[src/rtl/linebuffer_ctrl_if.sv]
// Handshake bundle between the draw-domain scanline controller and its environment.
// master drives the timing/renderer pulses; slave is the controller itself.
interface linebuffer_ctrl_if;
  logic         enable;
  logic         hblank_draw;
  logic         line_start_draw;
  logic         draw_done;
  logic         buffsel_draw;
  logic [6:0]   addr_on_draw;
  logic         we_on_draw;
  logic [127:0] colour_on_draw;
  logic         draw_start;
  logic         draw_busy;
  logic         clear_busy;
  logic         underrun;
  logic [7:0]   underrun_count;

  modport master (
    output enable, hblank_draw, line_start_draw, draw_done,
    input  buffsel_draw, addr_on_draw, we_on_draw, colour_on_draw,
    input  draw_start, draw_busy, clear_busy, underrun, underrun_count
  );

  modport slave (
    input  enable, hblank_draw, line_start_draw, draw_done,
    output buffsel_draw, addr_on_draw, we_on_draw, colour_on_draw,
    output draw_start, draw_busy, clear_busy, underrun, underrun_count
  );
endinterface

[src/rtl/linebuffer_ctrl.sv]
// Double-buffered scanline controller: flips buffers, clears the on-screen line
// during hblank, hands the off-screen line to the renderer and tracks underruns.
module linebuffer_ctrl #(
  parameter int unsigned LINE_WORDS   = 80,
  parameter logic [7:0]  CLEAR_COLOUR = 8'h00
) (
  input logic              clk_draw,
  input logic              rst,
  linebuffer_ctrl_if.slave bus
);

  localparam logic [6:0] LastWord = 7'(LINE_WORDS - 1);

  typedef enum logic {C_IDLE, C_RUN} clr_state_e;
  typedef enum logic [1:0] {D_IDLE, D_BUSY, D_DONE} drw_state_e;

  clr_state_e clr_q;
  drw_state_e drw_q;
  logic [6:0] addr_q;
  logic       we_q;
  logic       clear_ok_q;
  logic       buffsel_q;
  logic       draw_start_q;
  logic       draw_busy_q;
  logic       underrun_q;
  logic [7:0] count_q;
  logic       first_q;

  logic flip;
  logic clear_last;
  logic underrun_now;

  assign flip       = bus.enable & bus.line_start_draw;
  assign clear_last = (clr_q == C_RUN) & (addr_q == LastWord);

  // A clear finishing or a draw_done arriving on the flip edge still counts.
  assign underrun_now = ~first_q &
                        (((drw_q == D_BUSY) & ~bus.draw_done) | ~(clear_ok_q | clear_last));

  always_ff @(posedge clk_draw or posedge rst) begin
    if (rst) begin
      clr_q      <= C_IDLE;
      addr_q     <= 7'd0;
      we_q       <= 1'b0;
      clear_ok_q <= 1'b0;
    end else begin
      if (flip) begin
        clear_ok_q <= 1'b0;
      end else if (clear_last) begin
        clear_ok_q <= 1'b1;
      end
      unique case (clr_q)
        C_IDLE: begin
          if (bus.hblank_draw && bus.enable && !flip) begin
            clr_q  <= C_RUN;
            addr_q <= 7'd0;
            we_q   <= 1'b1;
          end
        end
        C_RUN: begin
          // A flip aborts on the same edge so no write lands in the new buffer.
          if (flip || clear_last) begin
            clr_q  <= C_IDLE;
            addr_q <= 7'd0;
            we_q   <= 1'b0;
          end else begin
            addr_q <= addr_q + 7'd1;
          end
        end
        default: begin
          clr_q <= C_IDLE;
          we_q  <= 1'b0;
        end
      endcase
    end
  end

  always_ff @(posedge clk_draw or posedge rst) begin
    if (rst) begin
      drw_q        <= D_IDLE;
      buffsel_q    <= 1'b0;
      draw_start_q <= 1'b0;
      draw_busy_q  <= 1'b0;
      underrun_q   <= 1'b0;
      count_q      <= 8'd0;
      first_q      <= 1'b1;
    end else begin
      if (flip) begin
        buffsel_q    <= ~buffsel_q;
        drw_q        <= D_BUSY;
        draw_busy_q  <= 1'b1;
        draw_start_q <= 1'b1;
        underrun_q   <= underrun_now;
        first_q      <= 1'b0;
        if (underrun_now && (count_q != 8'hff)) begin
          count_q <= count_q + 8'd1;
        end
      end else begin
        draw_start_q <= 1'b0;
        underrun_q   <= 1'b0;
        if ((drw_q == D_BUSY) && bus.draw_done) begin
          drw_q       <= D_DONE;
          draw_busy_q <= 1'b0;
        end
      end
    end
  end

  assign bus.buffsel_draw   = buffsel_q;
  assign bus.addr_on_draw   = addr_q;
  assign bus.we_on_draw     = we_q;
  assign bus.colour_on_draw = {16{CLEAR_COLOUR}};
  assign bus.draw_start     = draw_start_q;
  assign bus.draw_busy      = draw_busy_q;
  assign bus.clear_busy     = (clr_q == C_RUN);
  assign bus.underrun       = underrun_q;
  assign bus.underrun_count = count_q;

endmodule

[src/flat_wrapper.sv]
// flat-port wrapper written by rule: the top's interface ports become plain ports
module linebuffer_ctrl_flat 
#(
  parameter int unsigned LINE_WORDS   = 80,
  parameter logic [7:0]  CLEAR_COLOUR = 8'h00
)
  (clk_draw, rst, bus_enable, bus_hblank_draw, bus_line_start_draw, bus_draw_done, bus_buffsel_draw, bus_addr_on_draw, bus_we_on_draw, bus_colour_on_draw, bus_draw_start, bus_draw_busy, bus_clear_busy, bus_underrun, bus_underrun_count);
  linebuffer_ctrl_if bus_i ();
  input logic clk_draw;
  input logic rst;
  input wire logic [$bits(bus_i.enable)-1:0] bus_enable;
  input wire logic [$bits(bus_i.hblank_draw)-1:0] bus_hblank_draw;
  input wire logic [$bits(bus_i.line_start_draw)-1:0] bus_line_start_draw;
  input wire logic [$bits(bus_i.draw_done)-1:0] bus_draw_done;
  output wire logic [$bits(bus_i.buffsel_draw)-1:0] bus_buffsel_draw;
  output wire logic [$bits(bus_i.addr_on_draw)-1:0] bus_addr_on_draw;
  output wire logic [$bits(bus_i.we_on_draw)-1:0] bus_we_on_draw;
  output wire logic [$bits(bus_i.colour_on_draw)-1:0] bus_colour_on_draw;
  output wire logic [$bits(bus_i.draw_start)-1:0] bus_draw_start;
  output wire logic [$bits(bus_i.draw_busy)-1:0] bus_draw_busy;
  output wire logic [$bits(bus_i.clear_busy)-1:0] bus_clear_busy;
  output wire logic [$bits(bus_i.underrun)-1:0] bus_underrun;
  output wire logic [$bits(bus_i.underrun_count)-1:0] bus_underrun_count;
  assign bus_i.enable = bus_enable;
  assign bus_i.hblank_draw = bus_hblank_draw;
  assign bus_i.line_start_draw = bus_line_start_draw;
  assign bus_i.draw_done = bus_draw_done;
  assign bus_buffsel_draw = bus_i.buffsel_draw;
  assign bus_addr_on_draw = bus_i.addr_on_draw;
  assign bus_we_on_draw = bus_i.we_on_draw;
  assign bus_colour_on_draw = bus_i.colour_on_draw;
  assign bus_draw_start = bus_i.draw_start;
  assign bus_draw_busy = bus_i.draw_busy;
  assign bus_clear_busy = bus_i.clear_busy;
  assign bus_underrun = bus_i.underrun;
  assign bus_underrun_count = bus_i.underrun_count;
  linebuffer_ctrl #(.LINE_WORDS(LINE_WORDS), .CLEAR_COLOUR(CLEAR_COLOUR)) u_core (.clk_draw(clk_draw), .rst(rst), .bus(bus_i));
endmodule
[config.mk]
export PLATFORM = sky130hd
export DESIGN_NAME = linebuffer_ctrl_flat
export DESIGN_NICKNAME = d
export VERILOG_FILES = /design/src/rtl/linebuffer_ctrl_if.sv /design/src/rtl/linebuffer_ctrl.sv /design/src/flat_wrapper.sv
export SDC_FILE = /design/constraint.sdc
export NUM_CORES = 1
export LEC_CHECK = 0
export CAP_MARGIN = 25
export CELL_PAD_IN_SITES_DETAIL_PLACEMENT = 1
export CELL_PAD_IN_SITES_GLOBAL_PLACEMENT = 1
export CORE_UTILIZATION = 24
export CTS_BUF_LIST = sky130_fd_sc_hd__clkbuf_8
export DETAILED_ROUTE_END_ITERATION = 16
export GPL_ROUTABILITY_DRIVEN = 0
export HOLD_SLACK_MARGIN = 0.02
export PLACE_DENSITY_LB_ADDON = 0.12
export SKIP_CTS_REPAIR_TIMING = 1
export SLEW_MARGIN = 20
export SYNTH_ARGS = -nofsm -noshare
export SYNTH_HDL_FRONTEND = slang
export SYNTH_SLANG_ARGS = --single-unit
[constraint.sdc]
create_clock -name clk_draw -period 3.4 [get_ports clk_draw]
set_clock_uncertainty 0.1 [all_clocks]
set_input_delay 0.68 -clock clk_draw [delete_from_list [all_inputs] [get_ports clk_draw]]
set_output_delay 0.68 -clock clk_draw [all_outputs]
set_load 0.05 [all_outputs]
# ---- Yosys cells after proc, flatten, opt, wreduce, memory -nomap -nowiden
# Cells that the tools add are included.
dict set report totals {
  register_bits 25
  elab_cells 56
  out_inout_bits 149
  input_bits 6
}
dict set report op_classes {
  n_addsub 2
  bitwise 11
  eq_ne 5
  n_mux 17
  n_reduce_logical 10
}
# op n
set op_table {}
lappend op_table {{$mux 7} 2}
lappend op_table {{$pmux 7 s2} 1}
lappend op_table {{$mux 1} 10}
lappend op_table {{$add 8x1->8 const B} 1}
lappend op_table {{$ne 8x8->1 const B} 1}
lappend op_table {{$add 7x1->7 const B} 1}
lappend op_table {{$eq 7x7->1 const B} 1}
lappend op_table {{$not 1->1} 5}
lappend op_table {{$and 1x1->1} 4}
lappend op_table {{$logic_and 1x1->1} 4}
lappend op_table {{$mux 2} 2}
lappend op_table {{$pmux 1 s2} 2}
lappend op_table {{$reduce_and 2->1} 2}
lappend op_table {{$reduce_bool 2->1} 2}
lappend op_table {{$eq 2x1->1 const B} 1}
lappend op_table {{$ne 2x1->1 const B} 1}
lappend op_table {{$ne 2x2->1 const B} 1}
lappend op_table {{$or 1x1->1} 2}
lappend op_table {{$logic_not 1->1} 1}
lappend op_table {{$logic_or 1x1->1} 1}

# ---- Logic depth before layout (Yosys ltp)
# Gate-level depths: netlist (run 1).
dict set report logic_depth {
  depth_word 8
  mapped_depth 6
}

# ---- Worst setup path after synthesis (run 1)
# OpenSTA, ideal clock, no wires.
dict set report synth_timing {
  path_kind {reg2reg}
  start {reg u_core.addr_q[0] (netlist: u_core.bus.addr_on_draw[0])}
  end {reg u_core.count_q[7] (netlist: u_core.bus.underrun_count[7])}
  synth_period_minus_slack_ns 2.629
  arrival_time_ns 2.401
  n_path_buf 1
  setup_ns 0.128
  path_stages_with_launch 7
  setup_slack_ns 0.771
  cell_sequence {dfrtp_1 > ha_1 > and3_1 > clkbuf_1 > a2111o_4 > a2111oi_4 > mux2_1}
}
dict set report synth_via {
  elab_chain_cells 8
}
# element line_no
set synth_lines {}
lappend synth_lines {{from (decl)} linebuffer_ctrl.sv:19} ;# logic [6:0] addr_q;
lappend synth_lines {{from (signal assigned)} linebuffer_ctrl.sv:67} ;# addr_q <= addr_q + 7'd1;
lappend synth_lines {{$eq 7x7->1} linebuffer_ctrl.sv:34} ;# assign clear_last = (clr_q == C_RUN) & (addr_q == LastWord);
lappend synth_lines {{$and 1x1->1} linebuffer_ctrl.sv:34}
lappend synth_lines {{$or 1x1->1} linebuffer_ctrl.sv:38} ;# (((drw_q == D_BUSY) & ~bus.draw_done) | ~(clear_ok_q | clear_last));
lappend synth_lines {{$not 1->1} linebuffer_ctrl.sv:38}
lappend synth_lines {{$or 1x1->1} linebuffer_ctrl.sv:38}
lappend synth_lines {{$and 1x1->1} linebuffer_ctrl.sv:37} ;# assign underrun_now = ~first_q &
lappend synth_lines {{$logic_and 1x1->1} linebuffer_ctrl.sv:95} ;# if (underrun_now && (count_q != 8'hff)) begin
lappend synth_lines {{$reduce_and 2->1 (no line)} n/a}
lappend synth_lines {{to (signal assigned)} linebuffer_ctrl.sv:96} ;# count_q <= count_q + 8'd1;
lappend synth_lines {{to (decl)} linebuffer_ctrl.sv:26} ;# logic [7:0] count_q;
# Every way passes these cells.
# A chain may end at the register's enable or synchronous reset.

# ---- Worst setup path in the final report (run 1)
dict set report layout_timing {
  start {in bus_line_start_draw}
  end {reg u_core.count_q[7] (netlist: u_core.bus.underrun_count[7])}
}
dict set report layout_via {
  elab_chain_cells 2
}
# element line_no
set layout_lines {}
lappend layout_lines {{from (decl)} flat_wrapper.sv:13} ;# input wire logic [$bits(bus_i.line_start_draw)-1:0] bus_line_start_draw;
lappend layout_lines {{$and 1x1->1} linebuffer_ctrl.sv:33} ;# assign flip = bus.enable & bus.line_start_draw;
lappend layout_lines {{$reduce_and 2->1 (no line)} n/a}
# Every way passes these cells.

==> impl_metrics.json, run 1 <==
{
  "outcome": "finished, final reports clean",
  "cap_violations": 0,
  "clk_latency_ns": 0.27,
  "areaGrowthSynthToFinish_pct": -0.8249,
  "tns_ns": 0,
  "clockBufferDepth": 2,
  "drt_pass1_iterations": 4,
  "antenna_left": 0,
  "synth_top_area_share_pct": 45.26,
  "drc_errors": 0,
  "finalSetupViolCount": 0,
  "worst_slack_ns": 0.7243,
  "rsz0062_at_grt": "false",
  "numCtsBuffers": 3,
  "async_flop_share_pct": 100.0,
  "ioPinCount": 155,
  "timing.final.crit_share_pct": 78.70,
  "h-tree-depth": 1,
  "synthCells": 240,
  "nNetsFinal": 278,
  "synth_ff_type": "dfrtp_1",
  "max_slew_margin_pct": 47.64,
  "vias": 1257,
  "cpLargestDelayFamily": "compound AO/OA/AOI/OAI gates",
  "grt-ovfl-total": 0,
  "coreArea_sq_um": 8382,
  "synth-seq-cells": 24,
  "die_w_um": 96.06,
  "totalWireLength_um": 3803,
  "die_y_um": 96.06,
  "dp_hpwl_um": 3035,
  "cts_tree": "yes",
  "grt_pass1_wl_um": 5595,
  "whs_ns": 0.3866,
  "wl_per_cell_um": 10.17,
  "finalCriticalPeriod_ns": 2.676,
  "worst_slew_pin_slew_ns": 0.7817,
  "drtIter0Drc": 30,
  "grtUsageMet2_pct": 14.36,
  "critPathCaptureType": "register",
  "ir_worst_vdd_mv": 0.2864,
  "worstSetupStartpointType": "input port",
  "synth.cell_area_sq_um": 2123,
  "yosysTopAreaCell": "buf_4",
  "hold_viol": 0,
  "layout_common_cells": "conb_1 (128), clkdlybuf4s50_1 (26), dfrtp_1 (23)",
  "crit_chain": "clkdlybuf4s50_1 > nand2_1 > a2111o_4 > a2111oi_4 > mux2_1",
  "required_ns": 3.46,
  "cp_max_fo": 8,
  "post_dp_cell_area_sq_um": 2034,
  "dieArea_sq_um": 9228,
  "powerDensity_nw_per_um2": 710.5,
  "arrival_ns": 2.73,
  "place.port_buffers": 26,
  "max_freq_ghz": 0.3737,
  "grt_use_total_pct": 8.100,
  "place_ws_ns": 0.4214,
  "crit_buf_inv": 1,
  "use_met3_pct": 2.528,
  "final_common_cell": "conb_1",
  "yosysWarnings": 0,
  "clockRootBuffer": "clkbuf_8",
  "worstSetupPathType": "in2reg",
  "antenna_found_initial": 0,
  "drt-vias-per-instance": 3.361,
  "ys_types": 33,
  "grt_start_max_net_pins": 25,
  "slowest_stage": "a2111o_4",
  "diodes": 0,
  "rows": 33,
  "hold_path_class": "reg2reg",
  "start_util_pct": 25.33,
  "crit_path_max_incr_delay_ns": 0.58,
  "slew_viol_final": 0,
  "p_leak_nw": 1.097,
  "grt_pass1_vias": 1074,
  "grt.met1_usage_pct": 9.750,
  "design_area_sq_um": 2106,
  "syn_area_per_cell_sq_um": 8.847,
  "cts.clk_slew.worst_paths_ns": 0.09,
  "drive_gt1_share_pct": 4.461,
  "cts_num_sinks": 24,
  "busiest_layer": "met2",
  "ys_seq_area_share_pct": 28.34,
  "yosys-top-cells-area": "buf_4 (45%), dfrtp_1 (27%), mux2_1 (2.7%)",
  "synth_enable_flop_cells": 0
}
## cells in the mapped netlist, types with 2 or more instances
library cell / number
ha_1: 2
mux2_1: 5
nand2_1: 13
nor3_1: 2
o21ai_0: 9
nor2_1: 8
dfrtp_1: 23
nand3_1: 9
buf_4: 128
a21oi_1: 9
xnor2_1: 2
inv_1: 7
xor2_1: 3
## kinds of logic (layout without fill, tap and decap cells)
kind of cell,after synthesis,in the layout,synth area share (%)
multiplexers,6,6,3.123
flip-flops,24,24,28.34
XOR/XNOR,5,5,2.063
other,1,128,0.1766
buffers and inverters,136,38,46.67
adder cells (fa/ha/maj),2,2,1.178
AND/OR/NAND/NOR,39,39,8.958
AO/OA/AOI/OAI,27,27,9.488
## metrics by stage
stage               instances  total power, mW  util [%]
floorplan                 367            1.177         -
global placement          370            1.248     24.27
detailed placement        370            1.247     24.27
CTS                       374            1.511     25.12
global route              374            1.577     25.12
finish                    374            1.496     25.12
## final timing paths
check | start | end | slack [ns] | cells after the start
worst max-delay path | bus_line_start_draw | u_core.bus.underrun_count[7] | 0.72 | 5
worst min-delay path | u_core.bus.buffsel_draw | u_core.bus.buffsel_draw | 0.39 | 1
worst max register to register | u_core.bus.addr_on_draw[0] | u_core.bus.underrun_count[7] | 0.97 | 5
worst min register to register | u_core.bus.buffsel_draw | u_core.bus.buffsel_draw | 0.39 | 1
max in group asynchronous | rst | u_core.first_q | 2.25 | 3
min in group asynchronous | rst | u_core.drw_q[1] | 0.65 | 3
## metal layers
metal / wire, um / part of all wire, % / vias up
met5: 0 / 0 / -
met4: 18 / 0.47 / 0
met3: 301 / 7.9 / 2
met2: 1913 / 50 / 83
met1: 1570 / 41 / 593
li1: - / - / 579
## power by group
| group | switching [mW] | leakage [nW] | internal, mW | total [mW] |
|---|---|---|---|---|
| logic | 0.642 | 0.759 | 0.170 | 0.812 |
| registers | 0.0788 | 0.302 | 0.349 | 0.428 |
| clock network | 0.0988 | 0.0357 | 0.157 | 0.256 |
## cell type report
class / instances / area, sq um
flip-flops and latches: 24 / 601.8
inverters: 7 / 26.28
clock buffers: 3 / 41.29
fillers: 1023 / 6276
clock inverters: 1 / 30.03
multi-input cells: 207 / 1007
repair buffers: 27 / 267.8
well taps: 105 / 131.4
## registers in the layout (all words and copies together), names as in the netlist
name	cells
u_core.first_q	1
u_core.bus.underrun	1
u_core.bus.buffsel_draw	1
u_core.clear_ok_q	1
u_core.bus.draw_start	1
u_core.bus.underrun_count	8
u_core.bus.addr_on_draw	7
u_core.bus.we_on_draw	1
u_core.bus.clear_busy	1
u_core.drw_q	2
Note: power is estimated with default switching activity, not from simulation.
==> run 2: changes to the inputs <==
==> constraint.sdc (replaced) <==
create_clock -name clk_draw -period 2.5 [get_ports clk_draw]
set_clock_uncertainty 0.1 [all_clocks]
set_input_delay 0.5 -clock clk_draw [delete_from_list [all_inputs] [get_ports clk_draw]]
set_output_delay 0.5 -clock clk_draw [all_outputs]
set_load 0.05 [all_outputs]
==> impl_metrics.json, run 2 (synthesized netlist as in run 1, its figures left out) <==
{
  "outcome": "finished, final reports clean",
  "wl_per_cell_um": 10.08,
  "drt_pass1_iterations": 4,
  "cap_violations": 0,
  "numCtsBuffers": 3,
  "place.port_buffers": 26,
  "power.internal_mw": 0.8651,
  "rows": 33,
  "powerDensity_nw_per_um2": 913.3,
  "reg2reg_from": "u_core.bus.addr_on_draw[0]",
  "cpLargestDelayFamily": "compound AO/OA/AOI/OAI gates",
  "clk_latency_ns": 0.27,
  "grt_pass1_vias": 1115,
  "drt-vias-per-instance": 3.307,
  "clkPwrFrac_pct": 13.8,
  "comb_power_share_pct": 57.0,
  "worstSetupStartpointType": "input port",
  "antenna_found_initial": 0,
  "clockRootBuffer": "clkbuf_8",
  "h-tree-depth": 1,
  "grt_pass1_wl_um": 5699,
  "crit_chain": "clkdlybuf4s50_1 > nand2_1 > a2111o_4 > buf_4 > a2111oi_2 > xor2_1",
  "grt_start_max_net_pins": 25,
  "cp_max_fo": 5,
  "coreArea_sq_um": 8382,
  "max_freq_ghz": 0.4371,
  "antenna_left": 0,
  "pwr-share-seq_pct": 29.2,
  "crit_buf_inv": 2,
  "die_y_um": 96.06,
  "nNetsFinal": 288,
  "ioPinCount": 155,
  "drc_errors": 0,
  "diodes": 0,
  "cp-startpoint": "bus_enable",
  "finalSetupViolCount": 0,
  "drtIter0Drc": 8,
  "final_common_cell": "conb_1",
  "max_slew_margin_pct": 65.76,
  "required_ns": 2.60,
  "worst_slew_pin_slew_ns": 0.5120,
  "worstSetupPathType": "in2reg",
  "slew_viol_final": 0,
  "areaGrowthSynthToFinish_pct": 2.180,
  "largest_reg_flops": 8,
  "cts_tree": "yes",
  "cts.clk_slew.worst_paths_ns": 0.09,
  "p_sw_mw": 1.116,
  "clockBufferDepth": 2,
  "die_w_um": 96.06,
  "min_from": "u_core.bus.buffsel_draw",
  "post-route-util_pct": 25.88,
  "grt_use_total_pct": 8.117,
  "crit_path_max_incr_delay_ns": 0.52,
  "hold_path_class": "reg2reg",
  "hold_viol": 0,
  "ir_worst_vdd_mv": 0.3193,
  "dieArea_sq_um": 9228,
  "timing.final.crit_share_pct": 91.51,
  "totalWireLength_um": 3871,
  "start_util_pct": 25.33,
  "arrival_ns": 2.39,
  "p_leak_nw": 1.132,
  "finalCriticalPeriod_ns": 2.288,
  "dp_hpwl_um": 3116,
  "rsz0062_at_grt": "false",
  "post_dp_cell_area_sq_um": 2115,
  "switching_share_pct": 56.34,
  "vias": 1270,
  "drive_gt1_share_pct": 8.961,
  "cts_num_sinks": 24,
  "layout_common_cells": "conb_1 (128), clkdlybuf4s50_1 (26), dfrtp_1 (21)",
  "design_area_sq_um": 2170,
  "critPathCaptureType": "register",
  "grt-ovfl-total": 0,
  "slowest_stage": "clkdlybuf4s50_1"
}
[run 2: changes by cell type in the layout (fill, tap and decap cells not counted)]
cell | previous run | this run
dfrtp_2 | 0 | 2
bufinv_16 | 1 | 0
dfrtp_1 | 23 | 21
ha_2 | 0 | 1
ha_1 | 2 | 1
clkbuf_8 | 3 | 4
buf_4 | 1 | 11
[run 2: path summary, 6_finish.rpt]
kind | to | slack [ns] | cells after the start
worst max-delay path | u_core.bus.underrun_count[5] | 0.21 | 6
worst min-delay path | u_core.bus.buffsel_draw | 0.38 | 1
worst max register to register | u_core.bus.underrun_count[5] | 0.23 | 6
worst min register to register | u_core.bus.buffsel_draw | 0.38 | 1
max in group asynchronous | u_core.first_q | 1.51 | 3
min in group asynchronous | u_core.bus.underrun_count[6] | 0.49 | 3
[run 2: power groups by stage]
stage / registers (mW) / logic (mW) / clock network (mW)
2_1_floorplan: 0.864 / 0.739 / 0
3_3_place_gp: 0.588 / 1.13 / 0
3_5_place_dp: 0.588 / 1.13 / 0
4_1_cts: 0.582 / 1.14 / 0.290
5_1_grt: 0.598 / 1.20 / 0.308
6_report: 0.579 / 1.13 / 0.272
[run 2: area by class of cell]
cell class / instances / area (sq um)
Clock buffer: 4 / 55.05
Fill cell: 1018 / 6212
Inverter: 7 / 26.28
Multi-Input combinational cell: 207 / 1010
Sequential cell: 24 / 604.3
Tap cell: 105 / 131.4
Timing Repair Buffer: 37 / 342.8
[run 2: layer usage]
metal / track usage (%) / share of wire, % / vias up
met3: 3.002 / 9.5 / 5
met5: 0 / 0 / -
met2: 13.24 / 48 / 74
met4: 1.119 / 0.52 / 0
li1: - / - / 596
met1: 10.42 / 42 / 595
[run 2: metrics by stage]
step / std cells / worst slack (ns) / hold slack (ns) / total power [mW] / setup TNS, ns
floorplan: 367 / 0.01398 / 0.3798 / 1.604 / 0
global placement: 380 / -0.09408 / 0.3677 / 1.716 / -0.1918
detailed placement: 380 / -0.08110 / 0.3701 / 1.721 / -0.2284
CTS: 384 / 0.2059 / 0.3872 / 2.007 / 0
global route: 384 / 0.1356 / 0.4136 / 2.101 / 0
finish: 384 / 0.2121 / 0.3797 / 1.981 / 0
